### src/rtl/modn_updown_counter_if.sv
// Control and status bundle for the mod-N up/down counter.
// The master drives the controls and the counter (slave) returns the count and status flags.
interface modn_updown_counter_if #(
  parameter int WIDTH = 4
);
  logic             clr;
  logic             load;
  logic [WIDTH-1:0] din;
  logic             t;
  logic             up;
  logic             oneshot;
  logic             start;
  logic [WIDTH-1:0] q;
  logic             tc;
  logic             busy;
  logic             ovf;

  modport master (
    output clr, load, din, t, up, oneshot, start,
    input  q, tc, busy, ovf
  );

  modport slave (
    input  clr, load, din, t, up, oneshot, start,
    output q, tc, busy, ovf
  );
endinterface

### src/rtl/modn_updown_counter.sv
// Mod-N up/down event counter with load, free-run/one-shot modes, tc pulse and sticky ovf.
// Latency: one clk from control to q/tc/busy/ovf. Backpressure: none; every edge is acted on.
module modn_updown_counter #(
  parameter int WIDTH   = 4,
  parameter int MODULUS = 16
) (
  input  logic                 clk,
  input  logic                 reset,
  modn_updown_counter_if.slave bus
);

  typedef enum logic [1:0] {IDLE, RUN, DONE} state_t;

  localparam logic [WIDTH-1:0] MAX_VAL = WIDTH'(MODULUS - 1);
  localparam logic [WIDTH:0]   MOD_EXT = (WIDTH + 1)'(MODULUS);

  state_t           state;
  state_t           state_nxt;
  logic             mode;
  logic [WIDTH-1:0] q_r;
  logic             tc_r;
  logic             ovf_r;
  logic             busy_c;

  logic             accept;
  logic             step;
  logic             at_term;
  logic             term_evt;
  logic [WIDTH-1:0] load_val;

  assign accept   = bus.start && (state != RUN);
  // A load in the same cycle wins over counting, so the step is suppressed.
  assign step     = (state == RUN) && bus.t && !bus.load;
  assign at_term  = bus.up ? (q_r == MAX_VAL) : (q_r == '0);
  assign term_evt = step && at_term;
  assign load_val = ({1'b0, bus.din} >= MOD_EXT) ? MAX_VAL : bus.din;

  always_ff @(posedge clk or negedge reset) begin
    if (!reset) begin
      state <= IDLE;
    end else begin
      state <= state_nxt;
    end
  end

  always_comb begin
    state_nxt = state;
    if (bus.clr) begin
      state_nxt = IDLE;
    end else if (accept) begin
      state_nxt = RUN;
    end else if (term_evt && mode) begin
      state_nxt = DONE;
    end
  end

  always_comb begin
    busy_c = (state == RUN);
  end

  always_ff @(posedge clk or negedge reset) begin
    if (!reset) begin
      q_r   <= '0;
      tc_r  <= 1'b0;
      ovf_r <= 1'b0;
      mode  <= 1'b0;
    end else if (bus.clr) begin
      q_r   <= '0;
      tc_r  <= 1'b0;
      ovf_r <= 1'b0;
    end else begin
      tc_r <= term_evt;
      if (accept) begin
        mode <= bus.oneshot;
      end
      if (bus.load) begin
        q_r <= load_val;
      end else if (step) begin
        if (at_term) begin
          // One-shot holds at the terminal value; free-run wraps within 0..MODULUS-1.
          if (!mode) begin
            q_r   <= bus.up ? '0 : MAX_VAL;
            ovf_r <= 1'b1;
          end
        end else begin
          q_r <= bus.up ? q_r + WIDTH'(1) : q_r - WIDTH'(1);
        end
      end
    end
  end

  assign bus.q    = q_r;
  assign bus.tc   = tc_r;
  assign bus.ovf  = ovf_r;
  assign bus.busy = busy_c;

endmodule

### src/flat_wrapper.sv
// flat-port wrapper written by rule: the top's interface ports become plain ports
module modn_updown_counter_flat 
#(
  parameter int WIDTH   = 4,
  parameter int MODULUS = 16
)
  (clk, reset, bus_clr, bus_load, bus_din, bus_t, bus_up, bus_oneshot, bus_start, bus_q, bus_tc, bus_busy, bus_ovf);
  modn_updown_counter_if #(.WIDTH(WIDTH)) bus_i ();
  input  logic clk;
  input  logic reset;
  input wire logic [$bits(bus_i.clr)-1:0] bus_clr;
  input wire logic [$bits(bus_i.load)-1:0] bus_load;
  input wire logic [$bits(bus_i.din)-1:0] bus_din;
  input wire logic [$bits(bus_i.t)-1:0] bus_t;
  input wire logic [$bits(bus_i.up)-1:0] bus_up;
  input wire logic [$bits(bus_i.oneshot)-1:0] bus_oneshot;
  input wire logic [$bits(bus_i.start)-1:0] bus_start;
  output wire logic [$bits(bus_i.q)-1:0] bus_q;
  output wire logic [$bits(bus_i.tc)-1:0] bus_tc;
  output wire logic [$bits(bus_i.busy)-1:0] bus_busy;
  output wire logic [$bits(bus_i.ovf)-1:0] bus_ovf;
  assign bus_i.clr = bus_clr;
  assign bus_i.load = bus_load;
  assign bus_i.din = bus_din;
  assign bus_i.t = bus_t;
  assign bus_i.up = bus_up;
  assign bus_i.oneshot = bus_oneshot;
  assign bus_i.start = bus_start;
  assign bus_q = bus_i.q;
  assign bus_tc = bus_i.tc;
  assign bus_busy = bus_i.busy;
  assign bus_ovf = bus_i.ovf;
  modn_updown_counter #(.WIDTH(WIDTH), .MODULUS(MODULUS)) u_core (.clk(clk), .reset(reset), .bus(bus_i));
endmodule
### config.mk
export PLATFORM = sky130hd
export DESIGN_NAME = modn_updown_counter_flat
export DESIGN_NICKNAME = d
export VERILOG_FILES = /design/src/rtl/modn_updown_counter_if.sv /design/src/rtl/modn_updown_counter.sv /design/src/flat_wrapper.sv
export SDC_FILE = /design/constraint.sdc
export NUM_CORES = 1
export LEC_CHECK = 0
export CORE_MARGIN = 1.5
export CORE_UTILIZATION = 41
export DETAILED_ROUTE_END_ITERATION = 12
export HOLD_SLACK_MARGIN = 0.12
export PLACE_DENSITY = 0.68
export SYNTH_ARGS = -nofsm -noshare
export SYNTH_HDL_FRONTEND = slang
export SYNTH_SLANG_ARGS = --single-unit
### constraint.sdc
create_clock -name clk -period 2.3 [get_ports clk]
set_input_delay 0.46 -clock clk [delete_from_list [all_inputs] [get_ports clk]]
set_output_delay 0.46 -clock clk [all_outputs]
set_load 0.005 [all_outputs]
# == Word-level counts from Yosys, hierarchy flattened ==
# Index checks and enable logic that the tools add are counted.
# W data, S select, Z words.
# word_totals
reg_bits,9
wordCells,45
# op_classes
add_sub_neg,2
eq_ne,6
mux,17
bitwise_logic,1
n_reduce_logical,14
# op_table
op,n
$mux W4,7
$mux W1,7
$mux W2,3
$reduce_bool A3 Y1,2
$logic_and A1 B1 Y1,5
$add A4 B1 Y4 const B,1
$eq A4 B4 Y1 const B,1
$logic_not A4 Y1,1
$ne A2 B2 Y1 const B,2
$ne A4 B4 Y1 const B,1
$reduce_and A2 Y1,2
$reduce_and A4 Y1,1
$reduce_bool A2 Y1,2
$sub A4 B1 Y4 const B,1
$eq A2 B1 Y1 const B,1
$ne A2 B1 Y1 const B,1
$logic_not A1 Y1,1
$not A1 Y1,1

# == Logic depth before layout (Yosys ltp) ==
# Gate-level depths: netlist of run 1.
# logic_depth
depth_word,8
mapped_depth,6

# == Worst setup path before layout of run 1 ==
# OpenSTA, ideal clock, no wires.
# synth_timing
path_kind,register -> register
from,register u_core.q_r[1] (netlist: u_core.bus.q[1])
to,register u_core.state[0]
arrival_ns,1.597
t_required_ns,2.180
slack_ns,0.583
stages_incl_launch_ff,5
synth_period_minus_slack_ns,1.717
cell_sequence,dfrtp_1 or4_4 nor2_1 o211ai_2 a31o_2
# synth_via
elab_chain_len,5
elab_cells_between_ends,6
cone_classes,eq/ne: 1; mux: 1; reduce/logical: 4
# synth_lines
element,line,source
start: declaration,modn_updown_counter.sv:20,logic [WIDTH-1:0] q_r;
start signal: assignment,modn_updown_counter.sv:77,q_r <= load_val;
start signal: assignment,modn_updown_counter.sv:82,q_r <= bus.up ? '0 : MAX_VAL;
start signal: assignment,modn_updown_counter.sv:86,q_r <= bus.up ? q_r + WIDTH'(1) : q_r - WIDTH'(1);
$eq A4 B4 Y1 / $logic_not A4 Y1 (equally long branches),modn_updown_counter.sv:34,assign at_term = bus.up ? (q_r == MAX_VAL) : (q_r == '0);
$mux W1 *,modn_updown_counter.sv:34,
$logic_and A1 B1 Y1 *,modn_updown_counter.sv:35,assign term_evt = step && at_term;
$logic_and A1 B1 Y1 *,modn_updown_counter.sv:52,end else if (term_evt && mode) begin
$reduce_bool A3 Y1 (no source line) *,-,
end signal: assignment,modn_updown_counter.sv:42,state <= state_nxt;
end: declaration,modn_updown_counter.sv:17,state_t state;
# Mark *: on every way between the ends. The rest lies on a longest branch, timed or not.
# A chain may end at the register's enable or synchronous reset.

# == Worst setup path in the final report of run 1 ==
# layout_timing
from,input bus_up
to,register u_core.q_r[3] (netlist: u_core.bus.q[3])
# layout_via
elab_chain_len,6
elab_cells_between_ends,10
cone_classes,eq/ne: 1; mux: 8; reduce/logical: 1
# layout_lines
element,line,source
start: declaration,flat_wrapper.sv:15,input wire logic [$bits(bus_i.up)-1:0] bus_up;
$mux W4,modn_updown_counter.sv:82,
$mux W4,modn_updown_counter.sv:81,if (!mode) begin
$mux W4,modn_updown_counter.sv:79,if (at_term) begin
$mux W4,modn_updown_counter.sv:78,end else if (step) begin
$mux W4,modn_updown_counter.sv:76,if (bus.load) begin
$mux W4,modn_updown_counter.sv:67,end else if (bus.clr) begin
# Parallel ways exist; a longest one is shown, timed or not. The select of a mux whose other input is x is not followed.

==> metrics.cfg, run 1 <==
[status]
status=complete, no violations

[timing]
slew_headroom_pct=72.5
fin_skew_ns=0.00421
setup_ws_ns=0.222
clock.fmax_ghz=0.481
setup_viol=0
period_minus_slack_ns=2.08
hold_violations=0
rsz0062_at_grt=no
drv_slew=0
fin_crit_sh_pct=90.4
tightest_slew_ns=0.411

[synth]
synth-main-ff-cell=dfrtp_1
synth-seq-cells=9
syn-cell-area_um2=663
async_reset_ff_share_pct=100
synth.distinct_cells=37
netlist_instances=71
synth_nets=86
yosysWarningCount=0
synth-edff-count=0
ys_seq_area_share_pct=34.0
syn_area_per_cell_um2=9.34

[layout]
multiInputGateArea_um2=404
stdcell_area_um2=923
fillers=140
drive_gt1_share_pct=17.5
seq_area_um2=225
areaGrowthSynthToFinish_pct=39.2
fin_cells=113
diodes=0
layout.nets=113

[setup_path]
cp-start-kind=input pin
critPathCaptureType=flop
crit_chain=clkdlybuf4s50_1, inv_1, ha_1, and3_1, or3_1, nand4b_1, o211ai_1
path_max_fanout=8
path_class=input pin to flop
crit_path_top_delay_cell=clkdlybuf4s50_1
required_ns=2.45
crit_arrival_ns=2.22
reg2reg_slack_ns=0.46
slowest_delay_ns=0.60

[detailed_routing]
vias=650
drcViolationCount=0
dr.first_iter.drc_count=14
drt-vias-per-instance=5.75
wl_per_cell_um=14.4
drt_first_pass_iters=4
wl_mm=1.62
final_antenna_net_count=0

[global_route]
grt_pass1_wl_mm=2.75
antenna_found_initial=0
use_met1_pct=28.0
globalRouteTotalUtil_pct=20.1
grt.met2_usage_pct=29.9
top_usage_layer=met2
grt_overflow=0
grt_use_met3_pct=6.38
grt_max_degree=10
grt_pass1_vias=603

[clock_network]
insertion_delay_ns=0.27
path_clk_slew_ns=0.06
root_buffer=clkbuf_4
numCtsBuffers=3
hold_buffers=0
cts_setup_buffers=0
cts.sinks=9
cts_tree=yes
clockBufferDepth=2
ctsResizeCount=0
cts_htree_levels=1

[power]
swShare_pct=30.2
switching_power_mw=0.136
vdd_drop_max_mv=0.277
power_frac_comb_pct=30.0
p_int_mw=0.316
p_seq_share_pct=42.6
p_per_area_nw_per_um2=490
p_clk_share_pct=27.4
total_power_mw=0.452
power.leakage_nw=0.407

[floorplanning]
row_count=14
initial_utilization_pct=44.0
core-area_um2=1510
io_pins=19
dieArea_um2=1870
die_h_um=43.2
die_w_um=43.2

[worst_hold_path]
hold_path_class=input pin to async pin

[placed_design]
finalWeightedCongestion=0.800
dp_hpwl_mm=1.28
pre_cts_ws_ns=-0.0593
numPortBuffers=18
dpl-instance-area_um2=897
placed_cells=109

[job]
drv_cap=0

layout by cell type, fill, tap and decap left out, types with 2 or more instances in the layout:
| cell type | instances |
|---|---|
| buf_4 | 5 |
| nor2_1 | 6 |
| dfrtp_1 | 9 |
| nand2_1 | 3 |
| ha_1 | 2 |
| o31a_1 | 2 |
| o21ai_0 | 5 |
| o211ai_1 | 3 |
| and3_1 | 4 |
| inv_1 | 8 |
| clkbuf_4 | 3 |
| nand3_1 | 2 |
| clkdlybuf4s50_1 | 18 |
cell usage after synthesis (2+ instances only):
cell / number / area, um^2
and3_1: 4 / 25.0
dfrtp_1: 9 / 225
ha_1: 2 / 25.0
inv_1: 8 / 30.0
nand2_1: 3 / 11.3
nand3_1: 2 / 10.0
nor2_1: 6 / 22.5
o211ai_1: 3 / 22.5
o21ai_0: 5 / 25.0
o31a_1: 2 / 17.5
logic make-up (layout without fill, tap and decap cells):
family,count (synthesis),in the layout,synth area share (%)
xor gates and xnor gates,1,1,1.32
muxes,1,1,1.70
adders and majority gates,3,3,6.79
DFF,9,9,34.0
AOI/OAI and AO/OA,20,20,24.0
and+or+nand+nor,28,28,27.2
buffers and inverters,9,35,5.09
routing by layer:
layer | vias to the layer above | routed length (um)
met5 | - | 0
met3 | 4 | 103
met1 | 303 | 783
met2 | 25 | 717
li1 | 318 | -
met4 | 0 | 19
final timing paths:
kind | start | end | depth (start not counted)
max | bus_up | u_core.bus.q[3] | 7
min | reset | u_core.bus.ovf | 1
max reg2reg | u_core.bus.q[1] | u_core.bus.q[0] | 4
min reg2reg | u_core.bus.ovf | u_core.bus.ovf | 2
max in group asynchronous | reset | u_core.bus.q[0] | 1
min in group clk | u_core.bus.ovf | u_core.bus.ovf | 2
power groups by stage:
stage	clock network [mW]	logic [mW]	registers, mW
after floorplan	0	0.0738	0.190
after global placement	0	0.134	0.194
after detailed placement	0	0.135	0.195
after CTS	0.129	0.136	0.192
after global routing	0.136	0.151	0.194
final	0.124	0.136	0.192
registers in the layout (all words and copies together), names as in the netlist:
register	cells
u_core.bus.ovf	1
u_core.bus.q	4
u_core.bus.tc	1
u_core.mode	1
u_core.state	2
metrics by stage:
step                hold slack [ns]  TNS, ns  utilization [%]
finish                        0.488        0             61.3
global route                  0.525        0             61.3
CTS                           0.500        0             61.3
detailed placement            0.522  -0.0593             59.6
global placement              0.501        0             59.6
floorplan                     0.164        0                -
final cells by class:
class	instances	area share (%)
Timing Repair Buffer	23	23.6
Sequential cell	9	24.4
Multi-Input combinational cell	53	43.8
Tap cell	16	2.17
Clock buffer	4	2.85
Inverter	8	3.25
critical path, delay by kind of cell:
kind,cells,cell delay (ns)
AOI/OAI and AO/OA,1,0.08
and+or+nand+nor,3,0.65
buffers and inverters,2,0.70
adders and majority gates,1,0.33
(Power assumes the default switching activity.)
==> run 2: changes to the inputs <==
CORE_MARGIN = default   (was 1.5)
==> metrics.cfg, run 2 (synthesis results as in run 1) <==
[layout]
drive_gt1_share_pct=17.5  ; unchanged
largest_reg_flops=4  ; unchanged
diodes=0  ; unchanged
post-route-util_pct=61.3  ; unchanged
areaGrowthSynthToFinish_pct=39.2  ; unchanged
layout.nets=113  ; unchanged
layout_common_cells=clkdlybuf4s50_1 (18), dfrtp_1 (9), inv_1 (8)
layout_commonest_cell=clkdlybuf4s50_1

[power]
p_int_mw=0.316  ; about the same
p_per_area_nw_per_um2=487  ; -0.58%
swShare_pct=29.7  ; -0.44 points
vdd_drop_max_mv=0.321  ; +16%
total_power_mw=0.449  ; -0.58%
power.leakage_nw=0.407  ; unchanged
p_seq_share_pct=42.5  ; about the same
p_clk_share_pct=27.4  ; about the same
power_frac_comb_pct=30.1  ; about the same
switching_power_mw=0.134  ; -2.0%

[placed_design]
finalWeightedCongestion=0.809  ; +1.1%
dp_hpwl_mm=1.23  ; -4.3%
numPortBuffers=18  ; unchanged

[detailed_routing]
wl_mm=1.51  ; -7.1%
drt_first_pass_iters=4  ; unchanged
drt-vias-per-instance=5.49  ; -4.6%
wl_per_cell_um=13.3  ; -7.1%
vias=620  ; -4.6%
drcViolationCount=0  ; unchanged
final_antenna_net_count=0  ; unchanged
dr.first_iter.drc_count=9  ; -5

[setup_path]
path_max_fanout=8  ; unchanged
crit_chain=clkdlybuf4s50_1, inv_1, ha_1, and3_1, or3_1, nand4b_1, o211ai_1
path_class=input pin to flop
reg2reg_slack_ns=0.49  ; +0.03 ns
crit_path_top_delay_cell=clkdlybuf4s50_1
critPathCaptureType=flop
cp-start-kind=input pin
slowest_delay_ns=0.58  ; -0.02 ns
crit_arrival_ns=2.20  ; -0.02 ns
required_ns=2.44  ; about the same

[timing]
rsz0062_at_grt=no
setup_viol=0  ; unchanged
clock.fmax_ghz=0.486  ; +1.0%
slew_headroom_pct=72.5  ; about the same
hold_violations=0  ; unchanged
fin_setup_tns_ns=0  ; unchanged
fin_crit_sh_pct=89.4  ; -0.94 points
fin_skew_ns=0.00408  ; -0.000125 ns
drv_slew=0  ; unchanged
period_minus_slack_ns=2.06  ; -0.0216 ns
tightest_slew_ns=0.412  ; +0.00103 ns

[worst_hold_path]
hold_path_class=input pin to async pin

[clock_network]
clockBufferDepth=2  ; unchanged
path_clk_slew_ns=0.06  ; about the same
cts_setup_buffers=0  ; unchanged
cts_htree_levels=1  ; unchanged
root_buffer=clkbuf_4
cts_tree=yes
numCtsBuffers=3  ; unchanged
insertion_delay_ns=0.27  ; about the same
cts.sinks=9  ; unchanged
ctsResizeCount=0  ; unchanged
hold_buffers=0  ; unchanged

[global_route]
grt_max_degree=10  ; unchanged
grt_pass1_wl_mm=2.71  ; -1.5%
grt_overflow=0  ; unchanged
globalRouteTotalUtil_pct=20.3  ; +0.16 points
antenna_found_initial=0  ; unchanged
grt_pass1_vias=599  ; -0.66%

[floorplanning]
die_h_um=42.2  ; -2.3%
row_count=14  ; unchanged
initial_utilization_pct=44.0  ; unchanged
dieArea_um2=1780  ; -4.6%
die_w_um=42.2  ; -2.3%
core-area_um2=1510  ; unchanged
io_pins=19  ; unchanged

[job]
drv_cap=0  ; unchanged

[status]
status=complete, no violations

-- run 2: cell counts in the layout (fill, tap and decap cells not counted) --
No cell type changed its count.
-- run 2: worst paths after layout --
path,start,to,depth (start not counted)
worst max-delay path,bus_up,u_core.bus.q[3],7
worst min-delay path,reset,u_core.bus.ovf,1
worst max register to register,u_core.bus.q[1],u_core.bus.q[0],4
worst min register to register,u_core.bus.ovf,u_core.bus.ovf,2
max in group asynchronous,reset,u_core.bus.q[1],1
min in group clk,u_core.bus.ovf,u_core.bus.ovf,2
-- run 2: metal layers --
layer | share of wire [%] | up-vias | GRT usage (%)
li1 | - | 319 | -
met1 | 47 | 279 | 26.1
met2 | 46 | 17 | 31.7
met3 | 5.8 | 5 | 6.47
met4 | 1.7 | 0 | 7.50
met5 | 0 | - | 0
-- run 2: worst max-delay path, delay by kind of cell --
family	cells	cell delay, ns
AOI/OAI and AO/OA	1	0.08
adders and majority gates	1	0.33
buffers and inverters	2	0.68
and+or+nand+nor	3	0.65
-- run 2: area by class of cell --
type | count | area [um^2]
fillers | 147 | 583
multi-input cells | 53 | 404
flip-flops and latches | 9 | 225
repair buffers | 23 | 218
inverters | 8 | 30.0
clock buffers | 4 | 26.3
well taps | 16 | 20.0
-- run 2: stage by stage --
| step | hold WS [ns] | instances | setup WS (ns) | instance area (um^2) |
|---|---|---|---|---|
| after detailed placement | 0.522 | 109 | -0.0338 | 897 |
| after global placement | 0.501 | 109 | 0.0212 | 897 |
| after floorplan | 0.164 | 71 | 0.583 | 663 |
| after CTS | 0.507 | 113 | 0.246 | 923 |
| final | 0.490 | 113 | 0.243 | 923 |
| after global routing | 0.523 | 113 | 0.120 | 923 |
-- run 2: power groups by stage --
stage / Sequential [mW] / Combinational, mW / Clock, mW
final: 0.191 / 0.135 / 0.123
after global routing: 0.194 / 0.150 / 0.138
after CTS: 0.191 / 0.136 / 0.129
after detailed placement: 0.194 / 0.135 / 0
after global placement: 0.194 / 0.134 / 0
after floorplan: 0.190 / 0.0738 / 0
==> run 3: changes to the inputs <==
SKIP_CTS_REPAIR_TIMING = 1   (was default)
==> results of run 3 <==
Same layout as run 2: the final DEF is identical, and so are final timing and power.
